`src/rtl/cla_pipe_addsub_if.sv`:
```
// rtl/cla_pipe_addsub_if.sv - operation/result handshake bundle for the pipelined add/sub
interface cla_pipe_addsub_if #(
    parameter int WIDTH = 32,
    parameter int TAG_W = 5
);
    logic             in_valid;
    logic             in_ready;
    logic [WIDTH-1:0] in_x;
    logic [WIDTH-1:0] in_y;
    logic             in_sub;
    logic [TAG_W-1:0] in_tag;
    logic             out_valid;
    logic             out_ready;
    logic [WIDTH-1:0] out_sum;
    logic             out_cout;
    logic             out_ovf;
    logic             out_zero;
    logic [TAG_W-1:0] out_tag;

    modport master (
        output in_valid, in_x, in_y, in_sub, in_tag, out_ready,
        input  in_ready, out_valid, out_sum, out_cout, out_ovf, out_zero, out_tag
    );

    modport slave (
        input  in_valid, in_x, in_y, in_sub, in_tag, out_ready,
        output in_ready, out_valid, out_sum, out_cout, out_ovf, out_zero, out_tag
    );
endinterface

```
`src/rtl/cla_pipe_addsub.sv`:
```
// rtl/cla_pipe_addsub.sv - pipelined carry-lookahead adder/subtractor, one slice per stage
module cla_pipe_addsub #(
    parameter int WIDTH = 32,
    parameter int BLK   = 8,
    parameter int TAG_W = 5
) (
    input logic              clock,
    input logic              reset_n,
    cla_pipe_addsub_if.slave bus
);
    localparam int N = WIDTH / BLK;

    generate
        if (WIDTH % BLK != 0) begin : g_width_check
            $error("cla_pipe_addsub: WIDTH must be a multiple of BLK");
        end
    endgenerate

    // One BLK-bit lookahead slice: every carry is a flat sum of generate terms
    // gated by the propagate chain down to the slice carry-in. Returns {cout, sum}.
    function automatic logic [BLK:0] cla_slice(input logic [BLK-1:0] a,
                                               input logic [BLK-1:0] b,
                                               input logic           cin);
        logic [BLK-1:0] p;
        logic [BLK-1:0] g;
        logic [BLK:0]   c;
        logic           pp;
        p    = a | b;
        g    = a & b;
        c    = '0;
        c[0] = cin;
        for (int i = 0; i < BLK; i++) begin
            pp     = 1'b1;
            c[i+1] = 1'b0;
            for (int j = i; j >= 0; j--) begin
                c[i+1] = c[i+1] | (pp & g[j]);
                pp     = pp & p[j];
            end
            c[i+1] = c[i+1] | (pp & cin);
        end
        return {c[BLK], a ^ b ^ c[BLK-1:0]};
    endfunction

    // Stage registers: x/y are the prepared operands, s the partial sum,
    // c the carry out of the slice this stage resolved.
    logic             stg_v   [N];
    logic [TAG_W-1:0] stg_tag [N];
    logic [WIDTH-1:0] stg_x   [N];
    logic [WIDTH-1:0] stg_y   [N];
    logic [WIDTH-1:0] stg_s   [N];
    logic             stg_c   [N];
    logic             ovf_q;
    logic             zero_q;

    // What each stage sees as its input this cycle.
    logic             src_v   [N];
    logic [TAG_W-1:0] src_tag [N];
    logic [WIDTH-1:0] src_x   [N];
    logic [WIDTH-1:0] src_y   [N];
    logic [WIDTH-1:0] src_s   [N];
    logic             src_c   [N];

    logic [BLK:0]     slice   [N];
    logic [WIDTH-1:0] nxt_s   [N];
    logic             nxt_c   [N];
    logic             nxt_ovf;
    logic             nxt_zero;
    logic             adv;

    // The whole pipe moves together; a stalled output freezes every stage.
    assign adv          = bus.out_ready | ~stg_v[N-1];
    assign bus.in_ready = adv;

    // Stage 0 takes the prepared operation; later stages take their predecessor.
    always_comb begin
        src_v[0]   = bus.in_valid;
        src_tag[0] = bus.in_tag;
        src_x[0]   = bus.in_x;
        src_y[0]   = bus.in_sub ? ~bus.in_y : bus.in_y;
        src_s[0]   = '0;
        src_c[0]   = bus.in_sub;
        for (int k = 1; k < N; k++) begin
            src_v[k]   = stg_v[k-1];
            src_tag[k] = stg_tag[k-1];
            src_x[k]   = stg_x[k-1];
            src_y[k]   = stg_y[k-1];
            src_s[k]   = stg_s[k-1];
            src_c[k]   = stg_c[k-1];
        end
    end

    // Resolve slice k in stage k and derive the final flags from the last stage.
    always_comb begin
        for (int k = 0; k < N; k++) begin
            slice[k] = cla_slice(src_x[k][k*BLK +: BLK], src_y[k][k*BLK +: BLK], src_c[k]);
            nxt_s[k] = src_s[k];
            nxt_s[k][k*BLK +: BLK] = slice[k][BLK-1:0];
            nxt_c[k] = slice[k][BLK];
        end
        nxt_ovf  = (src_x[N-1][WIDTH-1] == src_y[N-1][WIDTH-1]) &
                   (nxt_s[N-1][WIDTH-1] != src_x[N-1][WIDTH-1]);
        nxt_zero = ~|nxt_s[N-1];
    end

    // Pipeline registers; reset empties the pipe and zeroes every payload.
    always_ff @(posedge clock or negedge reset_n) begin
        if (!reset_n) begin
            for (int k = 0; k < N; k++) begin
                stg_v[k]   <= 1'b0;
                stg_tag[k] <= '0;
                stg_x[k]   <= '0;
                stg_y[k]   <= '0;
                stg_s[k]   <= '0;
                stg_c[k]   <= 1'b0;
            end
            ovf_q  <= 1'b0;
            zero_q <= 1'b1;
        end else if (adv) begin
            for (int k = 0; k < N; k++) begin
                stg_v[k]   <= src_v[k];
                stg_tag[k] <= src_tag[k];
                stg_x[k]   <= src_x[k];
                stg_y[k]   <= src_y[k];
                stg_s[k]   <= nxt_s[k];
                stg_c[k]   <= nxt_c[k];
            end
            ovf_q  <= nxt_ovf;
            zero_q <= nxt_zero;
        end
    end

    assign bus.out_valid = stg_v[N-1];
    assign bus.out_sum   = stg_s[N-1];
    assign bus.out_cout  = stg_c[N-1];
    assign bus.out_ovf   = ovf_q;
    assign bus.out_zero  = zero_q;
    assign bus.out_tag   = stg_tag[N-1];
endmodule

```
`src/flat_wrapper.sv`:
```
// flat-port wrapper written by rule: the top's interface ports become plain ports
module cla_pipe_addsub_flat 
#(
    parameter int WIDTH = 32,
    parameter int BLK   = 8,
    parameter int TAG_W = 5
)
  (clock, reset_n, bus_in_valid, bus_in_x, bus_in_y, bus_in_sub, bus_in_tag, bus_out_ready, bus_in_ready, bus_out_valid, bus_out_sum, bus_out_cout, bus_out_ovf, bus_out_zero, bus_out_tag);
  cla_pipe_addsub_if #(.WIDTH(WIDTH), .TAG_W(TAG_W)) bus_i ();
  input logic clock;
  input logic reset_n;
  input wire logic [$bits(bus_i.in_valid)-1:0] bus_in_valid;
  input wire logic [$bits(bus_i.in_x)-1:0] bus_in_x;
  input wire logic [$bits(bus_i.in_y)-1:0] bus_in_y;
  input wire logic [$bits(bus_i.in_sub)-1:0] bus_in_sub;
  input wire logic [$bits(bus_i.in_tag)-1:0] bus_in_tag;
  input wire logic [$bits(bus_i.out_ready)-1:0] bus_out_ready;
  output wire logic [$bits(bus_i.in_ready)-1:0] bus_in_ready;
  output wire logic [$bits(bus_i.out_valid)-1:0] bus_out_valid;
  output wire logic [$bits(bus_i.out_sum)-1:0] bus_out_sum;
  output wire logic [$bits(bus_i.out_cout)-1:0] bus_out_cout;
  output wire logic [$bits(bus_i.out_ovf)-1:0] bus_out_ovf;
  output wire logic [$bits(bus_i.out_zero)-1:0] bus_out_zero;
  output wire logic [$bits(bus_i.out_tag)-1:0] bus_out_tag;
  assign bus_i.in_valid = bus_in_valid;
  assign bus_i.in_x = bus_in_x;
  assign bus_i.in_y = bus_in_y;
  assign bus_i.in_sub = bus_in_sub;
  assign bus_i.in_tag = bus_in_tag;
  assign bus_i.out_ready = bus_out_ready;
  assign bus_in_ready = bus_i.in_ready;
  assign bus_out_valid = bus_i.out_valid;
  assign bus_out_sum = bus_i.out_sum;
  assign bus_out_cout = bus_i.out_cout;
  assign bus_out_ovf = bus_i.out_ovf;
  assign bus_out_zero = bus_i.out_zero;
  assign bus_out_tag = bus_i.out_tag;
  cla_pipe_addsub #(.WIDTH(WIDTH), .BLK(BLK), .TAG_W(TAG_W)) u_core (.clock(clock), .reset_n(reset_n), .bus(bus_i));
endmodule
```
`config.mk`:
```
export PLATFORM = sky130hd
export DESIGN_NAME = cla_pipe_addsub_flat
export DESIGN_NICKNAME = d
export VERILOG_FILES = /design/src/rtl/cla_pipe_addsub_if.sv /design/src/rtl/cla_pipe_addsub.sv /design/src/flat_wrapper.sv
export SDC_FILE = /design/constraint.sdc
export NUM_CORES = 1
export LEC_CHECK = 0
export BUFFER_PORTS_ARGS = -buffer_cell sky130_fd_sc_hd__buf_2
export CAP_MARGIN = 10
export CORE_MARGIN = 2
export CORE_UTILIZATION = 40
export CTS_CLUSTER_DIAMETER = 150
export DETAILED_ROUTE_END_ITERATION = 10
export SETUP_SLACK_MARGIN = 0.05
export SYNTH_ARGS = -nofsm -noshare
export SYNTH_HDL_FRONTEND = slang
export SYNTH_SLANG_ARGS = --single-unit
```
`constraint.sdc`:
```
create_clock -name clock -period 2.4 [get_ports clock]
set_clock_uncertainty 0.05 [all_clocks]
set_input_delay 0 -clock clock [delete_from_list [all_inputs] [get_ports clock]]
set_output_delay 0 -clock clock [all_outputs]
set_load 0.01 [all_outputs]
```
==> summary.md <==
| Metric | Value |
|---|---|
| Nets | `1385` |
| Total die area | `25640 µm²` |
| Peak supply drop | `roughly 0.55 mV` |
| Number of synthesized flops with an enable pin | `0` |
| Drt total wl | `20900 µm` |
| Number of global-route vias before repair | `7249` |
| Max clock buf depth | `3` |
| Filler instances | `2367` |
| Reg-to-reg startpoint | `u_core.src_c[0]` |
| First DRT Iteration DRCs | `351` |
| Antenna viol nets, final | `0` |
| Crit path capture type | `flop` |
| Routed wire per std cell | `13.20 µm` |
| GRT Overall Usage | `16.67%` |
| Final HPWL from detailed placement | `14080 µm` |
| DRT Pass-1 Iters | `5` |
| Num rows | `57` |
| CP startpoint kind | `flop` |
| Post-Layout Inst Area | `12170 µm²` |
| Leak | `6.232 nW` |
| FF+latch area | `around 5200 µm²` |
| Slew HR | `between 30 and 40%` |
| Largest net degree at the start of global routing | `just under 100` |
| Grt ovf | `0` |
| Worst slew pin tran | `roughly 0.96 ns` |
| Multi-input gate area | `roughly 4100 µm²` |
| Global-route wire length before repair | `around 35000 µm` |
| Initial antenna violation count | `0` |
| Maxcap violations | `0` |
| Ratio of cells with drive above 1 in the final layout | `13.98%` |
| WP data required | `2.80 ns` |
| Final hold violation count | `1` |
| CTS root buf | `clkbuf_16` |
| IO buf count | `115` |
| DP Area | `10710 µm²` |
| Die W | `160.1 µm` |
| CP Launch Point | `u_core.src_c[0]` |
| Unrepaired setup endpoints after global routing | `no` |
| Top FF cell, synth | `dfrtp_1` |
| Post-synthesis cell area | `roughly 9700 µm²` |
| Final setup violation count | `0` |
| Total Power | `around 15 mW` |
| Final Max Slew Viols | `0` |
| Pwr/cell area | `1241 nW/µm²` |
| Yosys cell types | `44` |
| Synth top area share | `52.62%` |
| Sequential area share after synthesis | `a little over half` |
| CP Cell Sequence | `inv_1, fa_1, nor4b_2, nand4_1, a211o_1, nor4b_2, a31o_1` |
| Cell count after synthesis | `1072` |
| Most frequent cells in the layout | `390 x nand2_1, 205 x dfrtp_1, 114 x buf_2, 82 x inv_1, 75 x o21ai_0` |
| Commonest non-fill, non-tap cell in the layout | `nand2_1` |
| Die Height | `160.1 µm` |
| Synth Warn # | `0` |
| Failing checks | `negative hold slack` |
| Max Freq | `0.4547 GHz` |
| Gp weighted congestion | `0.8074` |
| Final setup TNS | `0 ns` |
| Worst hold margin | `-0.001266 ns` |
| Worst setup path class | `reg -> reg` |
| CP dominant cell by count | `nor4b_2` |
| Clock-pin slew on the worst setup and hold paths | `approximately 0.06 ns` |
| Cell taking the most area after synthesis | `dfrtp_1` |
| Core area | `24110 µm²` |
| Status | `complete, but fails checks` |
| # DRC | `0` |
| Synth async-reset ratio | `100.0%` |
| Buffers and inverters on the worst path | `1` |
| Post-Synthesis Mean Instance Area | `just over 9 µm²` |
| CTS sink count | `206` |
| Num ports | `116` |
| CP max FO | `2` |
| Diodes inserted | `0` |
| Drt via density | `roughly 4.6` |
| Slowest-stage cell, CP | `fa_1` |
| Initial Util | `40.44%` |
| Worst Hold Class | `in -> async` |
| Clock H-tree levels | `1` |
| Synth Register Bits | `just over 200` |
| Area Growth Syn to Fin | `24.86%` |
| CP delay by family, top | `simple AND/OR/NAND/NOR gates` |
| Fin crit period | `approximately 2.2 ns` |
| CTS tree | `yes` |
| Via Count | `7282` |
| Clk Latency, worst-skew pair | `0.51 ns` |
| Synth area leaders | `dfrtp_1 53%, nand2_1 15%, ha_1 8.5%` |
| TritonCTS Buffers | `24` |
| Worst Path Arrival | `~2.6 ns` |
| CP peak stage delay | `0.56 ns` |
| Syn nets | `approximately 1200` |
| Fin crit share | `91.64%` |
[worst reg2reg max path: stages (launching register included)]
cell     delay, ns
dfrtp_1       0.39
inv_1         0.10
fa_1          0.56
nor4b_2       0.22
nand4_1       0.14
a211o_1       0.26
nor4b_2       0.25
a31o_1        0.18
[kinds of logic (layout without fill, tap and decap cells)]
family / count (synthesis) / after routing / synth area share, %
AND/OR/NAND/NOR: 462 / 462 / 18.76
flip-flops: 206 / 206 / 52.89
AO/OA/AOI/OAI: 143 / 143 / 8.419
buffers and inverters: 132 / 319 / 5.416
adder cells (fa/ha/maj): 69 / 69 / 9.086
XOR/XNOR: 58 / 58 / 5.211
multiplexers: 2 / 2 / 0.2182
[metal layers]
metal	up-vias	track usage, %	part of all wire [%]
met2	121	27.27	46
met4	0	4.668	2.0
met1	3417	23.24	48
li1	3712	-	-
met5	-	0	0
met3	32	2.442	3.6
[sequential cells by signal, summed over array words and instances (netlist names)]
register / count
u_core.bus.out_cout: 1
u_core.bus.out_ovf: 1
u_core.bus.out_sum: 32
u_core.bus.out_tag: 5
u_core.bus.out_valid: 1
u_core.bus.out_zero: 1
u_core.nxt_s: 48
u_core.src_c: 3
u_core.src_tag: 15
u_core.src_v: 3
u_core.src_x: 48
u_core.src_y: 48
[worst paths after layout]
path / depth (start not counted) / slack, ns / end
max: 7 / 0.20 / u_core.bus.out_zero
min in group clock: 5 / 0.01 / u_core.src_c[2]
min reg2reg: 2 / 0.41 / u_core.src_v[0]
max reg2reg: 7 / 0.20 / u_core.bus.out_zero
min: 2 / -0.001 / u_core.bus.out_sum[16]
max in group asynchronous: 3 / 1.46 / u_core.bus.out_zero
[cell type report]
type,count,share of cell area [%]
flip-flops and latches,206,42.36
clock buffers,37,5.920
multi-input cells,734,33.56
clock inverters,6,0.6578
repair buffers,193,11.57
inverters,83,2.600
well taps,324,3.330
[power breakdown]
group	leakage [nW]	switching, mW	internal, mW
Combinational	3.37	3.21	2.32
Clock	0.396	1.38	2.27
Sequential	2.47	0.904	5.03
[cells in the mapped netlist, drive strengths merged, types with 2 or more instances]
cell,number
nor3,8
o31ai,8
xor2,25
nand2b,8
a211o,2
nand2,390
a211oi,3
nand4,2
nor2b,4
o21a,3
dfrtp,205
buf,7
o41ai,2
o21ai,76
nor2,38
a21oi,38
fa,3
inv,83
clkbuf,42
nor4b,2
a22oi,4
o21bai,3
nor4,5
xnor2,33
ha,66
[through the flow]
| step | worst slack [ns] | util, % | std cells |
|---|---|---|---|
| after floorplan | 0.3670 | - | 1072 |
| after global placement | 0.1999 | 44.43 | 1475 |
| after detailed placement | 0.08130 | 44.43 | 1475 |
| after CTS | 0.05533 | 50.45 | 1583 |
| after global routing | 0.09031 | 50.50 | 1583 |
| final | 0.2006 | 50.50 | 1583 |
[repair_timing]
item / CTS / global route
endpoints found under the hold margin: 268 / 0
endpoints found under the setup margin: 0 / 1
hold buffers: 65 / 0
setup buffers: 0 / 0
gates resized for setup: 0 / 2
No activity file was read; power rests on OpenSTA's default activity.
